===== config.mk =====
export PLATFORM = sky130hd
export DESIGN_NAME = instruction_fetch
export DESIGN_NICKNAME = d
export VERILOG_FILES = /design/src/rtl/instruction_fetch.sv
export SDC_FILE = /design/constraint.sdc
export NUM_CORES = 1
export LEC_CHECK = 0
export ABC_AREA = 1
export CAP_MARGIN = 20
export CORE_UTILIZATION = 40
export CTS_BUF_LIST = sky130_fd_sc_hd__clkbuf_8
export DETAILED_ROUTE_END_ITERATION = 7
export RECOVER_POWER = 50
export REMOVE_ABC_BUFFERS = 1
export SYNTH_ARGS = -nofsm -noshare
export SYNTH_HDL_FRONTEND = slang
export SYNTH_SLANG_ARGS = --single-unit

===== constraint.sdc =====
create_clock -name clk -period 2.3 [get_ports clk]
set_clock_uncertainty 0.05 [all_clocks]
set_input_delay 0.345 -clock clk [delete_from_list [all_inputs] [get_ports clk]]
set_output_delay 0.345 -clock clk [all_outputs]
set_load 0.05 [all_outputs]

===== src/rtl/instruction_fetch.sv =====
`timescale 1ns/1ps
// instruction_fetch: fetch stage in front of a 1-cycle-latency program memory.
// Owns the fetch PC, keeps a 3-entry {instr, pc} queue toward decode, flushes
// on redirect and stops fetching after delivering an all-zero instruction word.
// Optional feature macro: IFETCH_MISALIGN_CHECK_EN. When it is defined, a
// misaligned redirect target parks the stage in ERR and sets a sticky
// fetch_err. When it is not defined, the low two target bits are ignored.
module instruction_fetch #(
    parameter int                  PC_WIDTH  = 12,
    parameter int                  OPD_WIDTH = 32,
    parameter logic [PC_WIDTH-1:0] RESET_PC  = '0
) (
    input  logic                 clk,
    input  logic                 rst,
    output logic [PC_WIDTH-1:0]  pmem_addr,
    input  logic [31:0]          pmem_data,
    input  logic [OPD_WIDTH-1:0] pmem_pc,
    input  logic                 redirect,
    input  logic [PC_WIDTH-1:0]  redirect_target,
    output logic                 instr_valid,
    input  logic                 instr_ready,
    output logic [31:0]          instr,
    output logic [OPD_WIDTH-1:0] instr_pc,
    output logic                 halted,
    output logic                 fetch_err
);

    typedef struct packed {
        logic [31:0]          word;
        logic [OPD_WIDTH-1:0] pc;
    } entry_t;

    typedef enum logic [1:0] {
        RUN  = 2'd0,
        HALT = 2'd1,
        ERR  = 2'd2
    } state_t;

    state_t              state;
    logic [PC_WIDTH-1:0] fetch_pc;
    logic                inflight;
    entry_t              q [3];      // q[0] is always the head
    logic [1:0]          count;

    logic                pop;
    logic                push;
    logic                issue;
    logic                halt_now;
    logic                misaligned;
    logic [PC_WIDTH-1:0] target;
    logic [1:0]          wr_idx;

`ifdef IFETCH_MISALIGN_CHECK_EN
    assign misaligned = (redirect_target[1:0] != 2'b00);
    assign target     = redirect_target;
`else
    assign misaligned = 1'b0;
    assign target     = redirect_target & ~PC_WIDTH'(3);
`endif

    assign pop      = (count != 2'd0) && instr_ready;
    assign push     = inflight;
    assign halt_now = pop && (q[0].word == 32'h0);
    // Only issue if the word can be stored even when decode does not pop.
    assign issue    = (state == RUN) && (({1'b0, count} + {2'b0, inflight}) < 3'd3);
    // A pop shifts the queue down, so the returning word lands one slot lower.
    assign wr_idx   = count - {1'b0, pop};

    assign pmem_addr   = fetch_pc;
    assign instr_valid = (count != 2'd0);
    assign instr       = q[0].word;
    assign instr_pc    = q[0].pc;

    // Fetch control, queue storage and RUN/HALT/ERR state; redirect has top priority.
    always_ff @(posedge clk or negedge rst) begin
        if (!rst) begin
            state     <= RUN;
            fetch_pc  <= RESET_PC;
            inflight  <= 1'b0;
            count     <= 2'd0;
            halted    <= 1'b0;
            fetch_err <= 1'b0;
            // NOTE: the queue entries are reset because instr/instr_pc must read 0
            // out of reset; with only three entries the reset cost is negligible.
            for (int i = 0; i < 3; i++) begin
                q[i] <= '0;
            end
        end else if (redirect) begin
            count    <= 2'd0;
            inflight <= 1'b0;
            fetch_pc <= target;
            halted   <= 1'b0;
            if (misaligned) begin
                state     <= ERR;
                fetch_err <= 1'b1;
            end else begin
                state <= RUN;
            end
        end else if (halt_now) begin
            // The zero word has just been handed to decode; drop everything behind it.
            state    <= HALT;
            halted   <= 1'b1;
            count    <= 2'd0;
            inflight <= 1'b0;
        end else begin
            if (pop) begin
                for (int i = 0; i < 2; i++) begin
                    q[i] <= q[i+1];
                end
            end
            // NOTE: non-blocking assignments make the later push win over the shift
            // when both target the same slot, which is exactly push-behind-pop order.
            if (push) begin
                q[wr_idx] <= {pmem_data, pmem_pc};
            end
            count    <= count + {1'b0, push} - {1'b0, pop};
            inflight <= issue;
            if (issue) begin
                fetch_pc <= fetch_pc + PC_WIDTH'(4);
            end
        end
    end

endmodule


### Yosys cells after proc, flatten, opt, wreduce, memory -nomap -nowiden

Cells that the tools add are included.

| operators by class | value |
|---|---|
| $add $sub $neg | 5 |
| order comparisons | 3 |
| eq/ne operators | 1 |
| multiplexer cells | 18 |
| bitwise operators | 3 |
| reductions and logical operators | 12 |

Operator list:

| kind | number |
|---|---|
| $mux W128 | 3 |
| $bwmux W192 | 1 |
| $mux W192 | 1 |
| $demux W64 S2 | 1 |
| $mux W64 | 1 |
| $mux W12 | 3 |
| $logic_not A32 Y1 | 1 |
| $add A12 B3 Y12 const B | 1 |
| $mux W2 | 4 |
| $reduce_bool A2 Y1 | 3 |
| $logic_and A1 B1 Y1 | 4 |
| $mux W1 | 4 |
| $reduce_and A2 Y1 | 2 |
| $sub A2 B1 Y2 | 2 |
| $add A2 B1 Y3 | 1 |
| $ge A3 B3 Y1 const B | 1 |
| $lt A3 B1 Y1 const B | 1 |
| $lt A3 B2 Y1 const B | 1 |
| $not A2 Y3 | 1 |
| $reduce_and A3 Y1 | 1 |
| $add A2 B1 Y2 | 1 |
| $logic_not A2 Y1 | 1 |
| $ne A2 B2 Y1 const B | 1 |
| $not A1 Y1 | 2 |

| word-level totals | value |
|---|---|
| flip-flop bits (word level) | 210 |
| bits of input ports | 80 |
| output and inout bits | 79 |

### Depth between registers and ports, before layout

Gate-level depths: netlist of the first run.

| logic depth | value |
|---|---|
| depth in word-level cells | 10 |
| gate-level depth with buffers | 11 |

### Worst setup path before layout of the first run

No wires, ideal clock.

| path | value |
|---|---|
| path type | flip-flop to flip-flop |
| from | reg count[1] |
| to | reg q[119] (netlist bit) |
| library setup time | 0.066 ns |
| arrival | 1.614 ns |
| required time | 2.184 ns |
| slack | 0.571 ns |
| stages on the path, launching flop included | 12 |
| clock period less this slack | 1.729 ns |
| cells stage by stage | dfrtp_1 inv_2 nand2_2 nand3_2 nor2_2 nand3_2 nand2_2 buf_6 buf_8 buf_6 nand2_1 nand2_1 |

| on the way | value |
|---|---|
| word-level cells in the longest chain between the ends | 10 |

Ends and longest elaborated chain:

| item | line | source |
|---|---|---|
| start: declaration | 43 | `logic [1:0] count;` |
| start signal: assignment | 116 | `count <= count + {1'b0, push} - {1'b0, pop};` |
| $reduce_bool A2 Y1 (*) | n/a |  |
| named net instr_valid | 20 | `output logic instr_valid,` |
| $logic_and A1 B1 Y1 (*) | 61 | `assign pop = (count != 2'd0) && instr_ready;` |
| $sub A2 B1 Y2 | 67 | `assign wr_idx = count - {1'b0, pop};` |
| $not A2 Y3 (implied by the code) | 114 | `q[wr_idx] <= {pmem_data, pmem_pc};` |
| $ge A3 B3 Y1 (implied by the code) / $lt A3 B1 Y1 (equally long branches) | 114 |  |
| $logic_and A1 B1 Y1 (implied by the code) | 114 |  |
| $mux W64 (implied by the code) | 114 |  |
| $demux W64 S2 | 114 |  |
| $bwmux W192 | 114 |  |
| $mux W192 | 113 | `if (push) begin` |
| end signal: indexed assignment | 108 | `q[i] <= q[i+1];` |
| end signal: indexed assignment | 114 |  |
| end: declaration | 42 | `entry_t q [3];` |

Mark *: on every way through the listed nets, which the timed path passes. The rest lies on a longest branch. The select of a mux whose other input is x is not followed.
A chain may end at the register's enable or synchronous reset.

### Worst setup path after layout of the first run

| path | value |
|---|---|
| from | reg q (netlist bit instr[27]) |
| to | out instr[27] |

RTL lines:

| item | line | source |
|---|---|---|
| end: declaration | 22 | `output logic [31:0] instr,` |

No word-level cell between the ends.

==> metrics, run 1 <==
status=complete, no violations; Post-synth top flop=dfrtp_1; Core ar.=29720 um^2; crit path time final=2219 ps; TritonCTS clock tree=done; GRT Residual Overflow=0; io pins=159; Yosys cell types=27; worst slew pin tran=1308 ps; CP Class=reg2out; Initial Utilization=40.73%; EDFF count, synth=0; initial antenna violation count=1; Setup Viol. Count Final=0; Die ar.=30960 um^2; gr usage total=22.84%; DRC=0; CP arrival=1820 ps; initial detailed-routing violation count=988; asr flop ratio synth=100.0%; CP Cell Sequence=clkdlybuf4s50_1; vias per cell=5.303; layout cell share with drive strength beyond 1=6.637%; die height=175.9 um; Pre-antenna DRT Iters=5; Max transition margin=12.79%; sequential element share of the synthesized area=42.59%; average wire per standard cell=16.12 um; RSZ-0062 raised after global routing=false; clock buffer count from CTS=40; worst hold path class=in2reg; row count=63; area growth from synthesis to layout=19.98%; post-synthesis cell area=12100 um^2; crit-path leading delay family=buffers and inverters; Num Clock Sinks=206; Die Width=175.9 um; Synth area leaders=dfrtp_1 (43%), nand2_1 (20%), nand4_1 (10%); r2r setup slk=190 ps; Tcrit/Tclk final=96.48%; Syn. warnings=0; Post-DP HPWL=20270 um; global-route wire length before repair=57550 um; maximum root-to-sink buffer count=3; max_cap viols=0; Post-Syn Instances=1711; WP buf/inv=1; area leader, netlist=dfrtp_1; Final Hold Violating Endpoints=0; via count=11500; Critical Path Fanout Max=4; worst skew pair latency=530 ps; H-tree Lvls=2; P per Cell Area=942.6 nW/um^2; hold slack=397.1 ps; total power=0.01369 W; clock transition at the registers of the reported paths=60 ps; Leak Pwr=7.344 nW; Peak VDD IR=0.0004458 V; Critical Path End Type=primary output; final worst slack=80.99 ps; Final Non-Filler Cells=2169; port bufs=153; pin count of the biggest net entering global routing=79; CP max stage cell=clkdlybuf4s50_1; GPL Wtd Cong=0.7876; dpl cells=2101; Avg Cell Area, Syn=7.074 um^2; Routed Antenna Nets=0; postcts setup bufs=0; Setup TNS Final=0 ps; Final Max Tran Viols=0; #FFs+latches synth=206; Max Freq=450.7 MHz; final net count=1838; Worst path max stage delay=840 ps; Root Driver=clkbuf_8; final wirelength=34970 um; vias in the first global route=10730; Critical Path RT=1900 ps; pre-CTS setup slack=-50.07 ps; Synth top area share=42.59%; startpoint types=flop
[worst paths after layout]
check | from | endpoint | depth (start not counted)
max | instr[27] | instr[27] | 1
min | pmem_pc[27] | q[27] | 3
max reg2reg | inflight | q[45] | 7
min reg2reg | q[16] | q[16] | 2
max in group asynchronous | rst | q[61] | 3
min in group asynchronous | rst | instr[30] | 2
[power breakdown]
| part | internal, W | switching (W) |
|---|---|---|
| Sequential | 0.00466 | 0.000782 |
| Combinational | 0.00172 | 0.00290 |
| Clock | 0.00204 | 0.00158 |
| Total | 0.00842 | 0.00526 |
[tightest hold or removal path, stage by stage]
cell and delay, ps:
clkdlybuf4s50_1 450, nand4_1 100, nand2_1 50
[through the flow]
| stage | instance area, um^2 | util, % |
|---|---|---|
| 2_1_floorplan | 10990 | - |
| 3_3_place_gp | 13780 | 46.38 |
| 3_5_place_dp | 13780 | 46.38 |
| 4_1_cts | 14570 | 49.03 |
| 5_1_grt | 14520 | 48.86 |
| 6_report | 14520 | 48.87 |
[synth_stat cells (4+ instances only)]
library cell  count
dfrtp_1         206
buf_1            32
o21ai_0          66
nand3_1          92
buf_6             7
a21oi_1           5
buf_4            67
clkbuf_1         60
nor2_1           91
inv_1           142
o22ai_1          64
ha_1              4
nand4_1         195
nand2_1         629
buf_2            33
[flip-flops by register name, summed over array words and instances (netlist names)]
name       count
instr_pc      32
instr         32
pmem_addr     10
state          1
count          2
inflight       1
q            128
[cell usage in the layout, fill, tap and decap left out, drive strengths merged, types with 4 or more instances in the layout]
| cell | n |
|---|---|
| nand3 | 95 |
| o22ai | 64 |
| clkdlybuf4s50 | 150 |
| nand4 | 195 |
| a21oi | 5 |
| nor2 | 92 |
| dfrtp | 206 |
| o21ai | 66 |
| clkbuf | 55 |
| nand2 | 631 |
| ha | 4 |
| inv | 156 |
| buf | 45 |
[area by class of cell]
type | instances | area, um^2
diodes | 1 | 2.502
clock buffers | 50 | 688.2
clock inverters | 16 | 88.84
fillers | 2963 | 15200
inverters | 143 | 544.3
multi-input cells | 1162 | 5366
flip-flops and latches | 206 | 5159
well taps | 390 | 488.0
repair buffers | 201 | 2185
[repair_timing]
| item | CTS | global route |
|---|---|---|
| endpoints found under the hold margin | 43 | 0 |
| hold buffers | 1 | 0 |
| gates resized for setup | 0 | 2 |
| setup endpoints to repair | 0 | 39 |
[logic make-up after synthesis]
logic type | Yosys count | synth area share, %
flip-flops | 206 | 42.59
other | 1 | 0.03098
XOR/XNOR | 1 | 0.07238
buffers and inverters | 345 | 13.67
AO/OA/AOI/OAI | 139 | 6.492
AND/OR/NAND/NOR | 1015 | 36.73
adder cells (fa/ha/maj) | 4 | 0.4135
[metal layers]
| layer | vias up | track usage [%] | share of wire, % |
|---|---|---|---|
| met5 | - | 0 | 0 |
| met4 | 0 | 6.812 | 1.8 |
| met3 | 56 | 3.381 | 5.8 |
| met2 | 354 | 36.59 | 47 |
| met1 | 5463 | 31.85 | 46 |
| li1 | 5630 | - | - |
Power figures use the tool's default switching activity.
==> run 2, diff against run 1 <==
PLACE_DENSITY_LB_ADDON = 0.2   (was unset)
==> run 2 against run 1 <==
Compared with the run above: final area down 0.57%; highest routed layer unchanged; sequential power is essentially flat; final cell count decreased by 0.23%; die area unchanged; utilization is 0.28 points lower; sequential share of layout area rose by 0.19 points; setup slack improved by 9.5 ps; sequential cell count did not move; non-clock buffer count unchanged; clock power fell by 5%; critical path depth unchanged; power down 1.5%.
==> metrics, run 2 (synthesis results as in run 1) <==
final worst slack=90.52 ps; GR Layer Usage met2=36.76%; via count=11450; CP Class=reg2out; Die Width=175.9 um; Die ar.=30960 um^2; max reg flops=128; Post-DP HPWL=20590 um; number of fill cells=2909; status=complete, no violations; Flop pwr share=40.4%; Final Max Tran Viols=0; CP Cell Sequence=clkdlybuf4s50_1; clock power share=25.4%; worst slew pin tran=1074 ps; hold slack=306.1 ps; Critical Path End Type=primary output; row count=63; area growth from synthesis to layout=19.30%; initial detailed-routing violation count=1016; port bufs=153; layout cell share with drive strength beyond 1=6.257%; RSZ-0062 raised after global routing=false; Pre-antenna DRT Iters=5; met1 Use GR=32.29%; Initial Utilization=40.73%; M3 GR Usage=2.950%; DRC=0; io pins=159; Leak Pwr=7.293 nW; worst hold path class=in2async; clock buffer count from CTS=40; die height=175.9 um; vias per cell=5.289; Num Clock Sinks=206; Max transition margin=28.39%; Final Hold Violating Endpoints=0; Setup Viol. Count Final=0; P per Cell Area=934.1 nW/um^2; initial antenna violation count=0; Biggest register=q; maximum root-to-sink buffer count=3; Switching Share=39.11%; Routed Antenna Nets=0; CP arrival=1810 ps; Tcrit/Tclk final=96.06%; Critical Path RT=1900 ps; H-tree Lvls=2; Logic pwr share=34.2%; Int Power=0.008212 W; pre-CTS setup slack=50.34 ps; clock transition at the registers of the reported paths=60 ps; Root Driver=clkbuf_8; Peak VDD IR=0.0004340 V; max_cap viols=0; GPL Wtd Cong=0.7999; CP max stage cell=clkdlybuf4s50_1; commonest non-fill, non-tap cells in the layout=nand2_1 (626), dfrtp_1 (205), nand4_1 (195), inv_1 (154), clkdlybuf4s50_1 (151); Worst path max stage delay=840 ps; final wirelength=35070 um; GRT Residual Overflow=0; Sw Pwr=0.005275 W; pin count of the biggest net entering global routing=65; gr usage total=22.85%; ANT cells=0; global-route wire length before repair=57670 um; Max Freq=452.6 MHz; startpoint types=flop; Critical Path Fanout Max=4; WP buf/inv=1; crit path time final=2209 ps; Top Usage Layer GRT=met2; final net count=1838; Core ar.=29720 um^2; vias in the first global route=10860; average wire per standard cell=16.21 um; worst skew pair latency=540 ps; most common cell after layout, fill and taps aside=nand2_1; TritonCTS clock tree=done; crit-path leading delay family=buffers and inverters
## run 2: per-layer routing
layer,routed length [um],vias to the layer above
li1,-,5631
met1,16220,5445
met2,16570,326
met3,1710,44
met4,576,0
met5,0,-
## run 2: worst paths after layout
path                                   from        end  slack [ps]  cells past startpoint
min in group clk                pmem_pc[21]      q[21]         390                      3
max in group asynchronous               rst      q[40]         410                      3
worst max-delay path              instr[16]  instr[16]          90                      1
worst max register to register     instr[5]     q[121]         230                      8
worst min-delay path                    rst  instr[14]         310                      2
worst min register to register        q[22]      q[22]         420                      2
## run 2: timing repair
| action | 4_1_cts | 5_1_grt |
|---|---|---|
| hold buffers | 1 | 0 |
| buffers inserted | 0 | 0 |
| resized for setup | 0 | 0 |
| endpoints found under the hold margin | 54 | 0 |
## run 2: layout make-up
| class | instances | area (um^2) | area share [%] |
|---|---|---|---|
| Timing Repair Buffer | 201 | 2166 | 15.00 |
| Clock buffer | 44 | 605.6 | 4.194 |
| Inverter | 143 | 544.3 | 3.770 |
| Clock inverter | 18 | 103.9 | 0.7192 |
| Multi-Input combinational cell | 1162 | 5375 | 37.23 |
| Sequential cell | 206 | 5156 | 35.71 |
| Tap cell | 390 | 488.0 | 3.380 |
## run 2: metrics by stage
stage          instance area, um^2  util (%)  cells  TNS (ps)  total power [W]
4_1_cts                      14490     48.77   2164         0          0.01363
3_5_place_dp                 13770     46.35   2101         0          0.01013
3_3_place_gp                 13770     46.35   2101         0          0.01002
6_report                     14440     48.59   2164         0          0.01349
5_1_grt                      14440     48.59   2164         0          0.01442
2_1_floorplan                10990         -   1511   -595130         0.008456
## run 2: power by group through the flow
| stage | Sequential [W] | Clock (W) | Combinational (W) |
|---|---|---|---|
| global placement | 0.00545 | 0 | 0.00457 |
| CTS | 0.00543 | 0.00353 | 0.00467 |
| detailed placement | 0.00548 | 0 | 0.00465 |
| finish | 0.00544 | 0.00343 | 0.00461 |
| floorplan | 0.00633 | 0 | 0.00212 |
| global route | 0.00559 | 0.00369 | 0.00514 |
==> run 3, diff against run 2 <==
GPL_TIMING_DRIVEN = 0   (was unset)
==> run 3 against run 2 <==
Compared with the run above: worst hold slack better by 64 ps; global-route usage up 1.8 points; critical path depth increased by 2; highest routed layer unchanged.
==> metrics, run 3 (synthesis results as in run 1) <==
Pre-antenna DRT Iters=7; Max transition margin=43.69%; area growth from synthesis to layout=23.21%; Final Cell Area=14910 um^2; worst hold path class=in2async; P per Cell Area=921.0 nW/um^2; Leak Pwr=7.523 nW; vias in the first global route=11260; average wire per standard cell=19.20 um; TritonCTS clock tree=done; max reg flops=128; CP Class=reg2out; max_cap viols=0; Tcrit/Tclk final=96.98%; port bufs=153; Final Non-Filler Cells=2176; global-route wire length before repair=61390 um; Placed Area=13450 um^2; Routed Antenna Nets=0; Setup Viol. Count Final=0; Initial Utilization=40.73%; Peak VDD IR=0.0005241 V; GRT Residual Overflow=0; die height=175.9 um; Final Hold Violating Endpoints=0; vias per cell=5.507; status=complete, no violations; DRC=0; Die Width=175.9 um; crit path time final=2231 ps; ANT cells=0; clock buffer count from CTS=41; initial antenna violation count=0; pin count of the biggest net entering global routing=107; startpoint types=flop; Critical Path Fanout Max=4; Max Freq=448.3 MHz; Final Max Tran Viols=0; register area=5160 um^2; Num Clock Sinks=206; via count=11980; CP arrival=1840 ps; Critical Path RT=1900 ps; clock transition at the registers of the reported paths=60 ps; final wirelength=41770 um; worst slew pin tran=844.7 ps; dpl cells=2067; Critical Path End Type=primary output; layout cell share with drive strength beyond 1=7.055%; GPL Wtd Cong=0.7903; Die ar.=30960 um^2; row count=63; commonest non-fill, non-tap cells in the layout=nand2_1 (623), dfrtp_1 (204), nand4_1 (195), inv_1 (160), clkdlybuf4s50_1 (123); Root Driver=clkbuf_8; Post-DP HPWL=18540 um; Biggest register=q; gr usage total=24.66%; Core ar.=29720 um^2; initial detailed-routing violation count=1272; most common cell after layout, fill and taps aside=nand2_1; worst skew pair latency=530 ps; io pins=159; H-tree Lvls=2; hold slack=370.4 ps; number of fill cells=2981; Multi-input gate area=5592 um^2; maximum root-to-sink buffer count=3; final net count=1841
-- run 3: cell types whose count changed in the layout (fill, tap and decap cells not counted), moves of 5 or more --
cell,change
dlygate4sd3_1,+26
nand2_8,+5
inv_1,+6
clkbuf_16,+9
clkdlybuf4s50_1,-28
buf_16,+14
buf_12,-19
buf_4,-6
-- run 3: final timing paths --
kind | start | endpoint | slack (ps) | cells past startpoint
hold / removal | rst | q[93] | 370 | 2
setup / recovery | count[1] | instr_valid | 70 | 3
max in group asynchronous | rst | instr_pc[8] | 790 | 3
hold reg to reg | q[43] | q[43] | 420 | 2
min in group clk | pmem_data[3] | q[35] | 410 | 3
setup reg to reg | count[0] | instr_pc[18] | 90 | 6
-- run 3: timing repair --
action	CTS	global route
hold endpoints to repair	100	0
resized for setup	27	11
pin swaps	4	5
buffers inserted	4	10
endpoints found under the setup margin	207	185
cloned	9	13
hold buffers	1	0
-- run 3: area by class of cell --
type	count	share of cell area, %
clock buffers	48	4.430
inverters	143	3.885
repair inverters	1	0.05873
multi-input cells	1171	37.50
flip-flops and latches	206	34.60
well taps	390	3.272
repair buffers	193	15.62
clock inverters	24	0.6377
-- run 3: metal layers --
layer / GRT usage, % / wire (um)
met5: 0 / 0
met4: 6.522 / 744
met3: 3.230 / 3179
met2: 41.52 / 19500
met1: 33.31 / 18350
-- run 3: critical path, stage by stage, from the launching register on --
cell and delay (ps):
dfrtp_2 460, inv_2 120, nand2_2 170, clkdlybuf4s15_1 550
-- run 3: stage by stage --
step           TNS (ps)  setup WS, ps  power (W)  utilization [%]
3_5_place_dp    -239550         -1505    0.01004            45.27
6_report              0         69.49    0.01373            50.18
5_1_grt          -14.29        -6.082    0.01460            50.18
3_3_place_gp   -3315620         -8785   0.009950            43.79
2_1_floorplan   -595130         -3064   0.008456                -
4_1_cts           -3255        -72.03    0.01368            48.76
-- run 3: where the power goes --
group / switching, W / total (W) / internal [W]
Clock: 0.00162 / 0.00350 / 0.00188
Sequential: 0.000783 / 0.00544 / 0.00466
Combinational: 0.00307 / 0.00479 / 0.00172
